<file path="src/rtl/lcd_pkg.sv">
// Shared types and constants for the character-LCD bus scheduler:
// FSM states, HD44780 init command bytes and init ROM lookup.
package lcd_pkg;

  typedef enum logic [2:0] {
    ST_POWERUP   = 3'd0,
    ST_INIT_LOAD = 3'd1,
    ST_IDLE      = 3'd2,
    ST_SETUP     = 3'd3,
    ST_PULSE     = 3'd4,
    ST_HOLD      = 3'd5,
    ST_WAIT      = 3'd6
  } lcd_state_t;

  localparam logic [7:0] LCD_FUNC_SET = 8'h38;
  localparam logic [7:0] LCD_DISP_ON  = 8'h0C;
  localparam logic [7:0] LCD_ENTRY    = 8'h06;
  localparam logic [7:0] LCD_CLEAR    = 8'h01;
  localparam logic [7:0] LCD_HOME     = 8'h02;

  localparam int INIT_LEN   = 32'sd4;
  localparam int INIT_IDX_W = 32'sd2;

  function automatic logic [7:0] init_rom(input logic [INIT_IDX_W-1:0] idx);
    logic [7:0] cmd_s;
    case (idx)
      2'd0:    cmd_s = LCD_FUNC_SET;
      2'd1:    cmd_s = LCD_DISP_ON;
      2'd2:    cmd_s = LCD_ENTRY;
      2'd3:    cmd_s = LCD_CLEAR;
      default: cmd_s = LCD_CLEAR;
    endcase
    return cmd_s;
  endfunction

  // Clear and home are the slow commands that need the long execution delay
  function automatic logic is_long_cmd(input logic rs, input logic [7:0] data);
    return (rs == 1'b0) && ((data == LCD_CLEAR) || (data == LCD_HOME));
  endfunction

endpackage

</file>
<file path="src/rtl/lcd_delay_timer.sv">
// Loadable down-counter with a done flag, shared by every timed state of the
// LCD bus scheduler. A zero-length load behaves as a one-cycle delay.
module lcd_delay_timer #(
  parameter int               WIDTH   = 8,
  parameter logic [WIDTH-1:0] RST_VAL = {{(WIDTH-1){1'b0}}, 1'b1}
) (
  input  logic             clock,
  input  logic             reset,
  input  logic             load,
  input  logic [WIDTH-1:0] load_val,
  output logic             done
);

  localparam logic [WIDTH-1:0] ONE  = {{(WIDTH-1){1'b0}}, 1'b1};
  localparam logic [WIDTH-1:0] ZERO = {WIDTH{1'b0}};

  logic [WIDTH-1:0] cnt_r;

  // Count down towards one; done marks the final cycle of the delay
  always_ff @(posedge clock or posedge reset) begin
    if (reset) begin
      cnt_r <= (RST_VAL == ZERO) ? ONE : RST_VAL;
    end else if (load) begin
      cnt_r <= (load_val == ZERO) ? ONE : load_val;
    end else if (cnt_r != ZERO) begin
      cnt_r <= cnt_r - ONE;
    end else begin
      cnt_r <= cnt_r;
    end
  end

  assign done = (cnt_r == ONE);

endmodule

</file>
<file path="src/rtl/lcd_bus_scheduler.sv">
// Character-LCD bus owner: HD44780 power-up init, then one-byte-at-a-time
// arbitration between two writers. Define LCD_SCHED_RR_EN for round-robin.
module lcd_bus_scheduler
  import lcd_pkg::*;
#(
  parameter int POWERUP_CYC    = 1500000,
  parameter int E_PULSE_CYC    = 25,
  parameter int CMD_WAIT_CYC   = 4000,
  parameter int CLEAR_WAIT_CYC = 160000
) (
  input  logic       clock,
  input  logic       reset,
  input  logic       req0,
  input  logic       req1,
  input  logic       rs0,
  input  logic       rs1,
  input  logic [7:0] data0,
  input  logic [7:0] data1,
  output logic       ack0,
  output logic       ack1,
  output logic       E,
  output logic       RS,
  output logic       RW,
  output logic [7:0] DATA,
  output logic       busy,
  output logic       init_done
);

  localparam int MAX_PE  = (POWERUP_CYC > E_PULSE_CYC) ? POWERUP_CYC : E_PULSE_CYC;
  localparam int MAX_WT  = (CMD_WAIT_CYC > CLEAR_WAIT_CYC) ? CMD_WAIT_CYC : CLEAR_WAIT_CYC;
  localparam int MAX_CYC = (MAX_PE > MAX_WT) ? MAX_PE : MAX_WT;
  localparam int CNT_W   = $clog2(MAX_CYC) + 32'sd1;

  localparam logic [CNT_W-1:0] PWR_LD   = CNT_W'(POWERUP_CYC);
  localparam logic [CNT_W-1:0] PULSE_LD = CNT_W'(E_PULSE_CYC);
  localparam logic [CNT_W-1:0] CMD_LD   = CNT_W'(CMD_WAIT_CYC);
  localparam logic [CNT_W-1:0] CLR_LD   = CNT_W'(CLEAR_WAIT_CYC);
  localparam logic [INIT_IDX_W-1:0] INIT_LAST = INIT_IDX_W'(INIT_LEN - 32'sd1);

  lcd_state_t            state_r;
  logic                  e_r;
  logic                  rs_r;
  logic [7:0]            data_r;
  logic                  ack0_r;
  logic                  ack1_r;
  logic                  busy_r;
  logic                  init_done_r;
  logic [INIT_IDX_W-1:0] init_idx_r;

  logic                  tmr_load_s;
  logic [CNT_W-1:0]      tmr_val_s;
  logic                  tmr_done_s;
  logic                  any_req_s;
  logic                  win1_s;
  logic                  last_init_s;
  logic                  grant_now_s;

  lcd_delay_timer #(
    .WIDTH   (CNT_W),
    .RST_VAL (PWR_LD)
  ) u_timer (
    .clock    (clock),
    .reset    (reset),
    .load     (tmr_load_s),
    .load_val (tmr_val_s),
    .done     (tmr_done_s)
  );

  assign any_req_s   = req0 | req1;
  assign last_init_s = (init_idx_r == INIT_LAST);

`ifdef LCD_SCHED_RR_EN
  logic ptr_r;

  // Round-robin: on contention the pointer names the preferred requester
  always_comb begin
    win1_s = 1'b0;
    if (req0 && req1) begin
      win1_s = ptr_r;
    end else begin
      win1_s = req1;
    end
  end

  // Hand preference to the requester that lost (or did not ask) this grant
  always_ff @(posedge clock or posedge reset) begin
    if (reset) begin
      ptr_r <= 1'b0;
    end else if (grant_now_s) begin
      ptr_r <= ~win1_s;
    end else begin
      ptr_r <= ptr_r;
    end
  end
`else
  // Fixed priority: requester 1 only wins when requester 0 is quiet
  always_comb begin
    win1_s = 1'b0;
    if (req0) begin
      win1_s = 1'b0;
    end else begin
      win1_s = req1;
    end
  end
`endif

  // A grant happens in IDLE, or directly off the last WAIT cycle once init is over
  always_comb begin
    grant_now_s = 1'b0;
    if (!any_req_s) begin
      grant_now_s = 1'b0;
    end else if (state_r == ST_IDLE) begin
      grant_now_s = !ack0_r && !ack1_r;
    end else if (state_r == ST_WAIT) begin
      grant_now_s = tmr_done_s && (init_done_r || last_init_s);
    end else begin
      grant_now_s = 1'b0;
    end
  end

  // Timer reload on entry to PULSE and WAIT; POWERUP is loaded by reset
  always_comb begin
    tmr_load_s = 1'b0;
    tmr_val_s  = {CNT_W{1'b0}};
    case (state_r)
      ST_SETUP: begin
        tmr_load_s = 1'b1;
        tmr_val_s  = PULSE_LD;
      end
      ST_HOLD: begin
        tmr_load_s = 1'b1;
        tmr_val_s  = is_long_cmd(rs_r, data_r) ? CLR_LD : CMD_LD;
      end
      default: begin
        tmr_load_s = 1'b0;
        tmr_val_s  = {CNT_W{1'b0}};
      end
    endcase
  end

  // Main sequencer with registered bus, handshake and status outputs
  always_ff @(posedge clock or posedge reset) begin
    if (reset) begin
      state_r     <= ST_POWERUP;
      e_r         <= 1'b0;
      rs_r        <= 1'b0;
      data_r      <= 8'h00;
      ack0_r      <= 1'b0;
      ack1_r      <= 1'b0;
      busy_r      <= 1'b1;
      init_done_r <= 1'b0;
      init_idx_r  <= {INIT_IDX_W{1'b0}};
    end else begin
      ack0_r <= 1'b0;
      ack1_r <= 1'b0;
      case (state_r)
        ST_POWERUP: begin
          if (tmr_done_s) state_r <= ST_INIT_LOAD;
          else            state_r <= ST_POWERUP;
        end
        ST_INIT_LOAD: begin
          rs_r    <= 1'b0;
          data_r  <= init_rom(init_idx_r);
          state_r <= ST_SETUP;
        end
        ST_SETUP: begin
          e_r     <= 1'b1;
          state_r <= ST_PULSE;
        end
        ST_PULSE: begin
          if (tmr_done_s) begin
            e_r     <= 1'b0;
            state_r <= ST_HOLD;
          end
        end
        ST_HOLD: begin
          state_r <= ST_WAIT;
        end
        ST_WAIT: begin
          if (tmr_done_s) begin
            if (init_done_r || last_init_s) begin
              init_done_r <= 1'b1;
              busy_r      <= 1'b0;
              state_r     <= ST_IDLE;
            end else begin
              init_idx_r <= init_idx_r + 2'd1;
              state_r    <= ST_INIT_LOAD;
            end
          end
        end
        ST_IDLE: begin
          // The ack cycle is spent in IDLE; the transfer starts right after it
          if (ack0_r || ack1_r) begin
            busy_r  <= 1'b1;
            state_r <= ST_SETUP;
          end
        end
        default: begin
          state_r     <= ST_POWERUP;
          e_r         <= 1'b0;
          busy_r      <= 1'b1;
          init_done_r <= 1'b0;
          init_idx_r  <= {INIT_IDX_W{1'b0}};
        end
      endcase
      if (grant_now_s) begin
        ack0_r <= ~win1_s;
        ack1_r <= win1_s;
        rs_r   <= win1_s ? rs1 : rs0;
        data_r <= win1_s ? data1 : data0;
      end
    end
  end

  assign ack0      = ack0_r;
  assign ack1      = ack1_r;
  assign E         = e_r;
  assign RS        = rs_r;
  assign RW        = 1'b0;
  assign DATA      = data_r;
  assign busy      = busy_r;
  assign init_done = init_done_r;

endmodule

</file>
<file path="config.mk">
export PLATFORM = sky130hd
export DESIGN_NAME = lcd_bus_scheduler
export DESIGN_NICKNAME = d
export VERILOG_FILES = /design/src/rtl/lcd_pkg.sv /design/src/rtl/lcd_delay_timer.sv /design/src/rtl/lcd_bus_scheduler.sv
export SDC_FILE = /design/constraint.sdc
export NUM_CORES = 1
export LEC_CHECK = 0
export ABC_CLOCK_PERIOD_IN_PS = 4500
export BUFFER_PORTS_ARGS = -buffer_cell sky130_fd_sc_hd__buf_2
export CAP_MARGIN = 10
export CELL_PAD_IN_SITES_DETAIL_PLACEMENT = 0
export CELL_PAD_IN_SITES_GLOBAL_PLACEMENT = 2
export CORE_UTILIZATION = 38
export DETAILED_ROUTE_END_ITERATION = 10
export GPL_ROUTABILITY_DRIVEN = 0
export GPL_TIMING_DRIVEN = 0
export PLACE_DENSITY = 0.88
export SLEW_MARGIN = 20
export SYNTH_ARGS = -nofsm -noshare
export SYNTH_HDL_FRONTEND = slang
export SYNTH_HIERARCHICAL = 1
export SYNTH_SLANG_ARGS = --single-unit
export TNS_END_PERCENT = 100
</file>
<file path="constraint.sdc">
create_clock -name clock -period 4.5 [get_ports clock]
set_clock_uncertainty 0.05 [all_clocks]
set_input_delay 0.225 -clock clock [delete_from_list [all_inputs] [get_ports clock]]
set_output_delay 0.225 -clock clock [all_outputs]
set_load 0.03 [all_outputs]
</file>
==> results.toml <==
[clocking]
clk_pin_slew_ps = 80
htree_levels = 2
cts_max_path_buffers = 2
clock-sinks = 41
clock_latency_ps = 290
cts_resized = 0
postCtsSetupBuffers = 0
cts-root-buf = "clkbuf_8"
cts_tree = "built"
hold_buffers = 0
cts_buffers = 5

[status]
violations = "DRC"
outcome = "complete, but fails checks"

[drt]
wl_per_cell_um = 15.16
drtIter0Drc = 140
drc = 2
dr_total_vias = 2287
ant_nets = 0
drt-total-wl_um = 6353
first_pass_iters = 7
via_per_inst = 5.458

[power]
ir_drop_mv = 0.1069
power.total_mw = 0.6593
p_leak_nw = 1.250
p_per_area_mw_per_mm2 = 219.6

[logic_synthesis]
postSynthCellCount = 281
ys_types = 63
yosysWarnings = 6
synth_area_per_cell_um2 = 9.186
synth_edf_count = 0
synth_seq_cells = 41
yosysSeqAreaShare_pct = 40.28
synth_top_flop_cell = "dfrtp_1"
syn-cell-area_mm2 = 0.002581
synthArstFlopShare_pct = 100.0

[timing]
setup_tns_ps = 0
tightest_slew_ps = 866.5
setup_viol = 0
rsz0062_at_grt = "false"
finalCritPeriodShare_pct = 86.06
slew_viol_final = 0
timing_hold_violations_final = 0
min_period_ps = 3873
timing.final.ws_setup_ps = 627.1
slew_headroom_pct = 42.17
clock.fmax_mhz = 258.2

[run]
drv_cap = 0

[grt]
track_usage_pct = 19.13
grt_overflow = 0
grt_pass1_wl_um = 10800
antenna_found_initial = 0
first_global_vias = 2136
grt_max_degree = 23

[finish]
num_antenna_cells = 0
utilization_pct = 46.49
multi_input_area_mm2 = 0.001469
fill_cells = 659
layout-drive-gt1-share_pct = 21.93
regArea_mm2 = 0.001040
final_cells = 419
area_growth_pct = 16.34
fin_nets = 369

[worst_setup_path]
crit_path_end_kind = "flop"
path_cells = "or4_1, nor3_1, nand2_1, nor3_1, o21ai_1, o22ai_4, a21oi_2, a221o_1"
r2r_cells = 8
critical_path_class = "flop to flop"
crit_family = "simple AND/OR/NAND/NOR gates"
critPathMostFrequentCell = "nor3_1"
start_kind = "flop"
rrSetupSlack_ps = 630
slowest_delay_ps = 680
timing.rr.start = "u_timer/cnt_r[15]"
cp_max_fo = 9
cp_slowest_cell = "or4_1"
r2r_end = "DATA[2]"
cp.buffers_inverters = 0
crit_required_ps = 4630
crit_arrival_ps = 4010

[placement]
dp_cells = 411
io_buffers = 35
hpwlAfterDp_um = 4600
post-place-ws_ps = 647.9

[floorplan]
die_w_um = 84.42
die-height_um = 84.42
core_area_mm2 = 0.006459
placementRows = 29
ioPinCount = 37
die_area_mm2 = 0.007126
initial_utilization_pct = 39.97

[worst_hold_path]
hold_class = "input pin to asynchronous set/reset pin"
==> metrics by stage <==
step | cell area, um2 | hold slack [ps]
after floorplan | 2649 | 125.4
after global placement | 2920 | 359.2
after detailed placement | 2920 | 367.2
after CTS | 3003 | 46.17
after global routing | 3003 | 83.13
final | 3003 | 21.20
==> power by group <==
| part | switching (mW) | total [mW] | internal [mW] |
|---|---|---|---|
| clock | 0.129 | 0.237 | 0.108 |
| sequential | 0.00352 | 0.376 | 0.372 |
| combinational | 0.0296 | 0.0466 | 0.0170 |
| total | 0.162 | 0.659 | 0.497 |
==> routing by layer <==
layer | global-route usage, % | part of all wire (%) | up-vias
met4 | 5.085 | 0.96 | 0
met1 | 29.27 | 51 | 1089
met3 | 2.950 | 3.9 | 4
met2 | 28.09 | 44 | 53
li1 | - | - | 1141
met5 | 0 | 0 | -
==> cell usage in the layout (no fill, tap or decap), drive strengths merged, types with 3 or more instances in the layout <==
master   instances
a21oi           14
a22oi            4
a2bb2oi          3
a31oi            3
buf             41
clkbuf          15
conb            19
dfrtp           30
dfstp           11
ha               6
inv             14
mux2i            4
nand2           28
nand3            8
nand3b           5
nor2            24
nor3             9
nor4             7
o211ai           5
o21ai           19
o2bb2ai          3
o311a            3
o311ai           3
o31ai            5
or2              3
or3              5
or4              6
xnor2            5
xor2             4
==> state kept, by name, summed over array words and instances (netlist names) <==
signal and flops:
u_timer/cnt_r 22, DATA 8, state_r 3, init_idx_r 2, E 1, RS 1, ack0 1, ack1 1
busy 1, init_done 1
==> cells by family after synthesis <==
| kind of cell | after synthesis | share of synthesized area (%) |
|---|---|---|
| buffers and inverters | 29 | 5.428 |
| AO/OA/AOI/OAI | 80 | 22.49 |
| AND/OR/NAND/NOR | 109 | 23.27 |
| multiplexers | 6 | 2.424 |
| XOR/XNOR | 9 | 3.054 |
| other | 1 | 0.1453 |
| flip-flops | 41 | 40.28 |
| adder cells (fa/ha/maj) | 6 | 2.908 |
==> cells in the mapped netlist, types with 4 or more instances <==
cell type  number  area (um2)
o31ai_1         5       37.54
xnor2_1         5       43.79
nor2_1         24       90.09
o211ai_1        5       37.54
nand3_1         8       40.04
nor4_1          6       37.54
inv_1          14       52.55
ha_1            6       75.07
nand2_1        28       105.1
dfrtp_1        30       750.7
a22oi_1         4       30.03
o21ai_0        12       60.06
a21oi_1        13       65.06
or3_1           4       25.02
nand3b_1        5       37.54
clkbuf_1        9       33.78
dfstp_2        11       289.0
xor2_1          4       35.03
o21ai_1         6       30.03
or4_1           5       37.54
mux2i_1         4       40.04
nor3_1          9       45.04
==> worst max path at each step <==
stage / depth (start not counted) / startpoint / slack [ps] / endpoint
floorplan: 8 / u_timer/cnt_r[15] / 1460 / DATA[0]
global placement: 8 / u_timer/cnt_r[15] / 630 / DATA[0]
detailed placement: 8 / u_timer/cnt_r[15] / 650 / DATA[2]
CTS: 8 / u_timer/cnt_r[15] / 630 / DATA[0]
global route: 8 / u_timer/cnt_r[15] / 240 / DATA[2]
finish: 8 / u_timer/cnt_r[15] / 630 / DATA[2]
==> area by class of cell <==
| class | count | area share, % |
|---|---|---|
| clock inverters | 2 | 0.3333 |
| inverters | 14 | 1.750 |
| repair buffers | 35 | 5.833 |
| plain buffers | 15 | 2.917 |
| clock buffers | 6 | 2.417 |
| multi-input cells | 229 | 48.92 |
| flip-flops and latches | 41 | 34.63 |
| well taps | 77 | 3.208 |
(Power assumes the default switching activity.)
